$ cat src/rtl/dec_entry_pkg.sv
// Shared definitions for the decimal entry unit: FSM state encoding and
// digit-related constants.
package dec_entry_pkg;

  typedef enum logic [1:0] {
    ST_IDLE  = 2'd0,
    ST_ENTRY = 2'd1,
    ST_SIGN  = 2'd2,
    ST_VALID = 2'd3
  } state_t;

  localparam logic [3:0] BCD_MAX     = 4'd9;
  localparam int         DIGIT_CNT_W = 3;

endpackage

$ cat src/rtl/key_debounce.sv
// Push-button conditioner: 2-flop synchroniser, stability down-counter and
// falling-edge detector. Emits one 1-cycle press pulse per accepted
// high->low transition of the active-low key.
module key_debounce #(
  parameter int DEBOUNCE_CYCLES = 16
) (
  input  logic clk,
  input  logic rst,
  input  logic key_n,
  output logic press
);

  localparam int CNT_W = (DEBOUNCE_CYCLES > 1) ? $clog2(DEBOUNCE_CYCLES) : 1;
  localparam logic [CNT_W-1:0] CNT_LOAD = CNT_W'(DEBOUNCE_CYCLES - 1);

  logic             sync_0;
  logic             sync_1;
  logic             stable;
  logic [CNT_W-1:0] cnt;

  // Bring the asynchronous key level into the clk domain (idle level is high).
  always_ff @(posedge clk or posedge rst) begin
    if (rst) begin
      sync_0 <= 1'b1;
      sync_1 <= 1'b1;
    end else begin
      sync_0 <= key_n;
      sync_1 <= sync_0;
    end
  end

  // Accept a new level only after it differs from the accepted one for
  // DEBOUNCE_CYCLES consecutive cycles; pulse when the accepted level falls.
  always_ff @(posedge clk or posedge rst) begin
    if (rst) begin
      cnt    <= CNT_LOAD;
      stable <= 1'b1;
      press  <= 1'b0;
    end else begin
      press <= 1'b0;
      if (sync_1 == stable) begin
        cnt <= CNT_LOAD;
      end else if (cnt == '0) begin
        stable <= sync_1;
        press  <= stable;
        cnt    <= CNT_LOAD;
      end else begin
        cnt <= cnt - 1'b1;
      end
    end
  end

endmodule

$ cat src/rtl/decimal_entry_unit.sv
// Decimal entry unit: collects BCD digits from switches on debounced key
// presses, converts them to a signed binary value and hands it to Control
// over a req/valid/ack handshake.
// Optional build macro DECIMAL_ENTRY_ECHO_EN drives echo_value with the
// running signed entry; without it echo_value is tied to 0.
//
//   state    | meaning
//   ---------+------------------------------------------------
//   ST_IDLE  | waiting for req; key presses ignored
//   ST_ENTRY | collecting digits, req_led lit
//   ST_SIGN  | one cycle: apply sign_in and commit to value_out
//   ST_VALID | value_out valid, waiting for value_ack
module decimal_entry_unit
  import dec_entry_pkg::*;
#(
  parameter int WIDTH           = 32,
  parameter int DIGITS          = 7,
  parameter int DEBOUNCE_CYCLES = 16
) (
  input  logic                   clk,
  input  logic                   rst,
  input  logic [3:0]             digit_in,
  input  logic                   sign_in,
  input  logic                   key_digit_n,
  input  logic                   key_done_n,
  input  logic                   key_clear_n,
  input  logic                   req,
  input  logic                   value_ack,
  output logic [WIDTH-1:0]       value_out,
  output logic                   value_valid,
  output logic                   req_led,
  output logic [DIGIT_CNT_W-1:0] digit_count,
  output logic                   entry_err,
  output logic [WIDTH-1:0]       echo_value
);

  localparam logic [DIGIT_CNT_W-1:0] DIGIT_LIMIT = DIGIT_CNT_W'(DIGITS);

  state_t           state;
  state_t           state_next;
  logic [WIDTH-1:0] acc;
  logic             digit_press;
  logic             done_press;
  logic             clear_press;
  logic             acc_clr;
  logic             acc_shift;
  logic             reject;
  logic             commit;

  key_debounce #(.DEBOUNCE_CYCLES(DEBOUNCE_CYCLES)) u_key_digit (
    .clk(clk), .rst(rst), .key_n(key_digit_n), .press(digit_press)
  );

  key_debounce #(.DEBOUNCE_CYCLES(DEBOUNCE_CYCLES)) u_key_done (
    .clk(clk), .rst(rst), .key_n(key_done_n), .press(done_press)
  );

  key_debounce #(.DEBOUNCE_CYCLES(DEBOUNCE_CYCLES)) u_key_clear (
    .clk(clk), .rst(rst), .key_n(key_clear_n), .press(clear_press)
  );

  // State register.
  always_ff @(posedge clk or posedge rst) begin
    if (rst) state <= ST_IDLE;
    else     state <= state_next;
  end

  // Next state and datapath strobes; abort on req loss beats any key, and
  // among keys clear beats done beats digit.
  always_comb begin
    state_next = state;
    acc_clr    = 1'b0;
    acc_shift  = 1'b0;
    reject     = 1'b0;
    commit     = 1'b0;
    case (state)
      ST_IDLE: begin
        if (req) begin
          state_next = ST_ENTRY;
          acc_clr    = 1'b1;
        end
      end
      ST_ENTRY: begin
        if (!req) begin
          state_next = ST_IDLE;
          acc_clr    = 1'b1;
        end else if (clear_press) begin
          acc_clr = 1'b1;
        end else if (done_press) begin
          state_next = ST_SIGN;
        end else if (digit_press) begin
          if (digit_in > BCD_MAX || digit_count == DIGIT_LIMIT) reject = 1'b1;
          else                                                  acc_shift = 1'b1;
        end
      end
      ST_SIGN: begin
        if (!req) begin
          state_next = ST_IDLE;
          acc_clr    = 1'b1;
        end else begin
          commit     = 1'b1;
          state_next = ST_VALID;
        end
      end
      ST_VALID: begin
        if (value_ack) state_next = ST_IDLE;
      end
      default: state_next = ST_IDLE;
    endcase
  end

  // Accumulator, digit counter, committed value and reject pulse.
  always_ff @(posedge clk or posedge rst) begin
    if (rst) begin
      acc         <= '0;
      digit_count <= '0;
      value_out   <= '0;
      entry_err   <= 1'b0;
    end else begin
      entry_err <= reject;
      if (acc_clr) begin
        acc         <= '0;
        digit_count <= '0;
      end else if (acc_shift) begin
        acc         <= (acc << 3) + (acc << 1) + WIDTH'(digit_in);
        digit_count <= digit_count + 1'b1;
      end
      // Two's complement negation of zero is zero, so -0 commits as 0.
      if (commit) value_out <= sign_in ? (~acc + 1'b1) : acc;
    end
  end

  assign value_valid = (state == ST_VALID);
  assign req_led     = (state == ST_ENTRY);

`ifdef DECIMAL_ENTRY_ECHO_EN
  logic [WIDTH-1:0] acc_signed;

  // Live signed view of the entry for the display path.
  always_comb begin
    acc_signed = sign_in ? (~acc + 1'b1) : acc;
    echo_value = '0;
    if (state == ST_ENTRY)      echo_value = acc_signed;
    else if (state == ST_VALID) echo_value = value_out;
  end
`else
  assign echo_value = '0;
`endif

endmodule

$ cat config.mk
export PLATFORM = sky130hd
export DESIGN_NAME = decimal_entry_unit
export DESIGN_NICKNAME = d
export VERILOG_FILES = /design/src/rtl/dec_entry_pkg.sv /design/src/rtl/key_debounce.sv /design/src/rtl/decimal_entry_unit.sv
export SDC_FILE = /design/constraint.sdc
export NUM_CORES = 1
export LEC_CHECK = 0
export BUFFER_PORTS_ARGS = -buffer_cell sky130_fd_sc_hd__buf_4
export CAP_MARGIN = 30
export CORE_MARGIN = 2
export CORE_UTILIZATION = 63
export CTS_CLUSTER_SIZE = 30
export DETAILED_ROUTE_END_ITERATION = 6
export GPL_TIMING_DRIVEN = 0
export PLACE_DENSITY = 0.95
export SLEW_MARGIN = 0
export SYNTH_ARGS = -nofsm -noshare
export SYNTH_HDL_FRONTEND = slang
export SYNTH_SLANG_ARGS = --single-unit
$ cat constraint.sdc
create_clock -name clk -period 6.6 [get_ports clk]
set_input_delay 1.32 -clock clk [delete_from_list [all_inputs] [get_ports clk]]
set_output_delay 1.32 -clock clk [all_outputs]
set_load 0.01 [all_outputs]
Word-level counts from Yosys, hierarchy flattened
Cells that the tools add are included.
{"block": "word_totals", "rom_bits": 0, "n_memories": 0, "wordCells": 95, "latchBits": 0, "output_inout_bits": 70, "ramBits": 0, "register_bits": 94, "in_bits": 12}
{"block": "op_classes", "n_eq_ne": 11, "magnitude_cmp": 1, "n_div": 0, "mul": 0, "mux": 42, "n_addsub": 7, "n_bitwise": 4, "reduce_logical": 10, "shift": 0}
{"cell": "2-to-1 mux 32 bit", "count": 3}
{"cell": "adder 32 x 1 -> 32 bit (second input constant)", "count": 1}
{"cell": "adder 32 bit", "count": 1}
{"cell": "adder 32 x 4 -> 32 bit", "count": 1}
{"cell": "inverter 32 bit", "count": 1}
{"cell": "2-to-1 mux 4 bit", "count": 6}
{"cell": "2-to-1 mux 1 bit", "count": 23}
{"cell": "zero test 4 bit", "count": 3}
{"cell": "2-to-1 mux 2 bit", "count": 6}
{"cell": "subtractor 4 x 1 -> 4 bit (second input constant)", "count": 3}
{"cell": "one-hot mux 2 bit (4 select lines)", "count": 1}
{"cell": "2-to-1 mux 3 bit", "count": 2}
{"cell": "AND reduction 2 bit", "count": 3}
{"cell": "equality test 2 bit (second input constant)", "count": 2}
{"cell": "greater-than comparator 4 bit (second input constant)", "count": 1}
{"cell": "inequality test 2 bit (second input constant)", "count": 2}
{"cell": "AND reduction 4 bit", "count": 1}
{"cell": "adder 3 x 1 -> 3 bit (second input constant)", "count": 1}
{"cell": "equality test 1 bit", "count": 3}
{"cell": "equality test 3 bit (second input constant)", "count": 1}
{"cell": "inequality test 3 x 2 -> 1 bit (second input constant)", "count": 1}
{"cell": "inequality test 3 bit (second input constant)", "count": 1}
{"cell": "inverter 1 bit", "count": 3}
{"cell": "one-hot mux 1 bit (3 select lines)", "count": 1}
{"cell": "4 further kinds", "count": 4}

Logic depth before layout (Yosys ltp)
{"block": "depth", "depth_word": 10, "mapped_depth": 12, "depth_no_buf": 12}

Cells and area by module
Synthesis repeated with hierarchy kept, for this count alone.
{"block": "unflattened", "hier_cells": 671, "hier_area_um2": 6317.3}
{"mod": "decimal_entry_unit", "area_each_um2": 5333.9, "cells_per_inst": 593, "n_inst": 1, "seq_area_each_um2": 1751.7}
{"mod": "key_debounce", "area_each_um2": 327.8, "cells_per_inst": 26, "n_inst": 3, "seq_area_each_um2": 209.0}

Least setup slack after synthesis
Ideal clock, no wire load.
{"block": "synth_path", "path_type": "in2reg", "start": "in digit_in[3]", "end": "reg acc[26]", "required_time_ns": 6.474, "setup_ns": 0.126, "t_arrival_ns": 3.963, "path_buffers": 0, "path_slack_ns": 2.511, "stages": 12, "cell_sequence": "inv_1 fa_1 inv_1 fa_1 a211oi_1 o21ai_0 a41o_1 a31oi_2 o21ai_1 nor2_1 o21ai_0 a221o_1"}
{"block": "synth_via", "elab_chain_len": 9, "word_cells_on_any_way": 12, "cone_classes": "1 x add/sub; 1 x order compare; 8 x mux; 2 x reduce/logical"}
{"item": "from (decl)", "line": "decimal_entry_unit.sv:22", "text": "input logic [3:0] digit_in,"}
{"item": "greater-than comparator 4 bit", "line": "decimal_entry_unit.sv:92", "text": "if (digit_in > BCD_MAX || digit_count == DIGIT_LIMIT) reject = 1'b1;"}
{"item": "logical OR 1 bit", "line": "decimal_entry_unit.sv:92"}
{"item": "2-to-1 mux 1 bit", "line": "decimal_entry_unit.sv:92"}
{"item": "2-to-1 mux 1 bit", "line": "decimal_entry_unit.sv:91", "text": "end else if (digit_press) begin"}
{"item": "2-to-1 mux 1 bit", "line": "decimal_entry_unit.sv:89", "text": "end else if (done_press) begin"}
{"item": "2-to-1 mux 1 bit", "line": "decimal_entry_unit.sv:87", "text": "end else if (clear_press) begin"}
{"item": "2-to-1 mux 1 bit", "line": "decimal_entry_unit.sv:84", "text": "if (!req) begin"}
{"item": "2-to-1 mux 1 bit", "line": "decimal_entry_unit.sv:76", "text": "case (state)"}
{"item": "nonzero test 2 bit (no source line)"}
{"item": "to (signal assigned)", "line": "decimal_entry_unit.sv:125", "text": "acc <= (acc << 3) + (acc << 1) + WIDTH'(digit_in);"}
{"item": "to (decl)", "line": "decimal_entry_unit.sv:41", "text": "logic [WIDTH-1:0] acc;"}
Parallel ways exist; a longest one is shown, timed or not. The select of a mux whose other input is x is not followed.
A chain may end at the register's enable or synchronous reset.

Worst setup path in the final report
Same ends and word-level chain as after synthesis.

==> metrics.txt <==
status=complete, no violations; Final period util=63.9%; DR vias/cell=5.84; ys async rst share=100%; drt total wl=13,800 um; Power Density=151 mW/mm^2; Final Hold Fails=0; first-pass GRT wire length=22,400 um; CTS H-tree depth=3; Die ar.=0.0106 mm^2; Fillers=653; RR Startpoint=acc[2]; WL per Instance=16.3 um; crit path capture type=flop; # IOs=82; fmax=237 MHz; layout cell share with drive strength beyond 1=19.5%; total grt overflow=0; post-layout min period=4220 ps; MaxCap Viol Count=0; core footprint=0.00964 mm^2; dpl ws=1990 ps; clock sinks=94; Final WS setup=2380 ps; Min Hold Slack=362 ps; Num CTS Buffers=9; fin. max-slew vios=0; Slew HR=49.5%; cell taking the most area after synthesis=dfrtp_1; Setup violations, final=0; post_cts resized=0; Ys Warns=0; number of flops mapped to enable cells by yosys=0; Die X=103 um; Min-Delay Path Class=flop to flop; clk_skew=12.9 ps; Synth area leaders=dfrtp_1 (30%), ha_1 (13%), dfstp_2 (8.9%), xor2_1 (5.8%), nand2_1 (4.3%); RSZ-0062 raised after global routing=false; Tot GR Track Use=27.0%; commonest cells after routing, fill and taps aside=buf_4 (82), dfrtp_1 (73), nand2_1 (71); First DRT Iteration DRCs=406; flops & latches, synth=94; Synth Cell Area=0.00617 mm^2; post-synthesis sequential area ratio=38.6%; DRT Pass-1 Iters=5; critical setup path kind=input pin to flop; I/O Buffers=49; GPL Wtd Cong=0.917; initial antenna violation count=0; CP Max Fanout=5; Die Y=103 um; Netlist cell types=65; area fraction of the dominant cell type after synthesis=29.6%; worst-case reg-to-reg path depth=12; commonest non-fill, non-tap cell in the layout=buf_4; Hold Buf Count CTS=0; ant diodes=0; Post-DRT Antenna Nets=0; CP endpoint=acc[26]; R2R Setup Slk=2890 ps; CTS Root Cell=clkbuf_8; setup TNS=0 ps; DRC violations left=0; initial core utilization=64.0%; FF-to-FF End=acc[26]; mean area per synthesized cell=9.93 um^2; Max clock buf depth=2; VDD IR max=105 uV; Post CTS Setup Buffer Count=0; Most used DFF post-synth=dfrtp_1; CTS tree=built; number of global-route vias before repair=4,774; Core Util, Final=73.2%; DP Area=0.00685 mm^2; area delta synth->final=14.5%; num rows=36; Critical Path Start Type=input pin; measured slew at the worst slew-check pin=753 ps; CP Data Required Time=6870 ps; clock transition at the registers of the reported paths=100 ps; post-route cell area=0.00706 mm^2; largest net degree at the start of global routing=61; dpl hpwl=10,400 um; cell count after synthesis=621; CP Launch Point=digit_in[3]; Layout Nets=791; clk_lat worst skew=390 ps; Vias=4,970; Leak=3.70 nW; critical path arrival=4490 ps
## routing by layer
metal / up-vias / share of wire (%) / GRT usage (%)
li1: 2371 / - / -
met1: 2390 / 42 / 34.5
met2: 175 / 51 / 46.5
met3: 34 / 5.5 / 4.20
met4: 0 / 2.1 / 10.0
met5: - / 0 / 0
## cells in the mapped netlist, types with 14 or more instances
library cell	count
dfrtp_1	73
nand2_1	71
ha_1	64
o21ai_0	52
xor2_1	41
buf_4	33
a22o_1	29
a21oi_1	27
inv_1	22
dfstp_2	21
nor2_1	20
xnor2_1	20
clkbuf_1	14
## cell families (layout without fill, tap and decap cells)
kind of cell / Yosys count / count (layout) / share of synthesized area (%)
AO/OA/AOI/OAI: 175 / 175 / 19.9
flip-flops: 94 / 94 / 38.6
AND/OR/NAND/NOR: 148 / 148 / 11.8
multiplexers: 5 / 5 / 0.893
other: 1 / 32 / 0.0608
XOR/XNOR: 61 / 61 / 8.66
adder cells (fa/ha/maj): 66 / 66 / 13.6
buffers and inverters: 71 / 137 / 6.45
## registers in the layout (all words and copies together), names as in the netlist, 2 cells and up
signal           flops
acc                 32
digit_count          3
u_key_done.cnt       4
u_key_clear.cnt      4
u_key_digit.cnt      4
value_out           32
state                2
## worst max-delay path, stage by stage
cell and delay (ps):
buf_4 70, inv_1 60, fa_1 540, inv_1 70, fa_1 480, a211oi_1 200, o21ai_0 150, a41o_1 340
a31oi_2 260, o21ai_1 180, nor2_1 330, o21ai_0 150, a221o_1 310
## metrics by stage
stage	power, mW	instances
CTS	1.06	851
detailed placement	0.675	835
finish	1.06	851
global placement	0.669	834
global route	1.10	851
floorplan	0.654	652
## power by group
group	internal, mW	switching (mW)	total, mW
combinational	0.0283	0.0442	0.0725
sequential	0.587	0.00572	0.593
clock	0.187	0.211	0.398
## cell type report
class	instances	area (um^2)	area share (%)
Clock buffer	12	178	2.52
Clock inverter	4	33.8	0.479
Sequential cell	94	2380	33.7
Tap cell	133	166	2.36
Multi-Input combinational cell	487	3510	49.7
Timing Repair Buffer	50	395	5.60
Inverter	22	85.1	1.21
Buffer	49	315	4.47
## worst min path at each step
stage / from / endpoint / cells past startpoint
final: u_key_clear.sync_0 / u_key_clear.sync_1 / 0
after global routing: u_key_clear.sync_0 / u_key_clear.sync_1 / 0
after CTS: u_key_digit.sync_0 / u_key_digit.sync_1 / 0
after detailed placement: u_key_digit.sync_0 / u_key_digit.sync_1 / 0
after global placement: u_key_clear.sync_0 / u_key_clear.sync_1 / 0
after floorplan: u_key_clear.sync_0 / u_key_clear.sync_1 / 0
(Power assumes the default switching activity.)
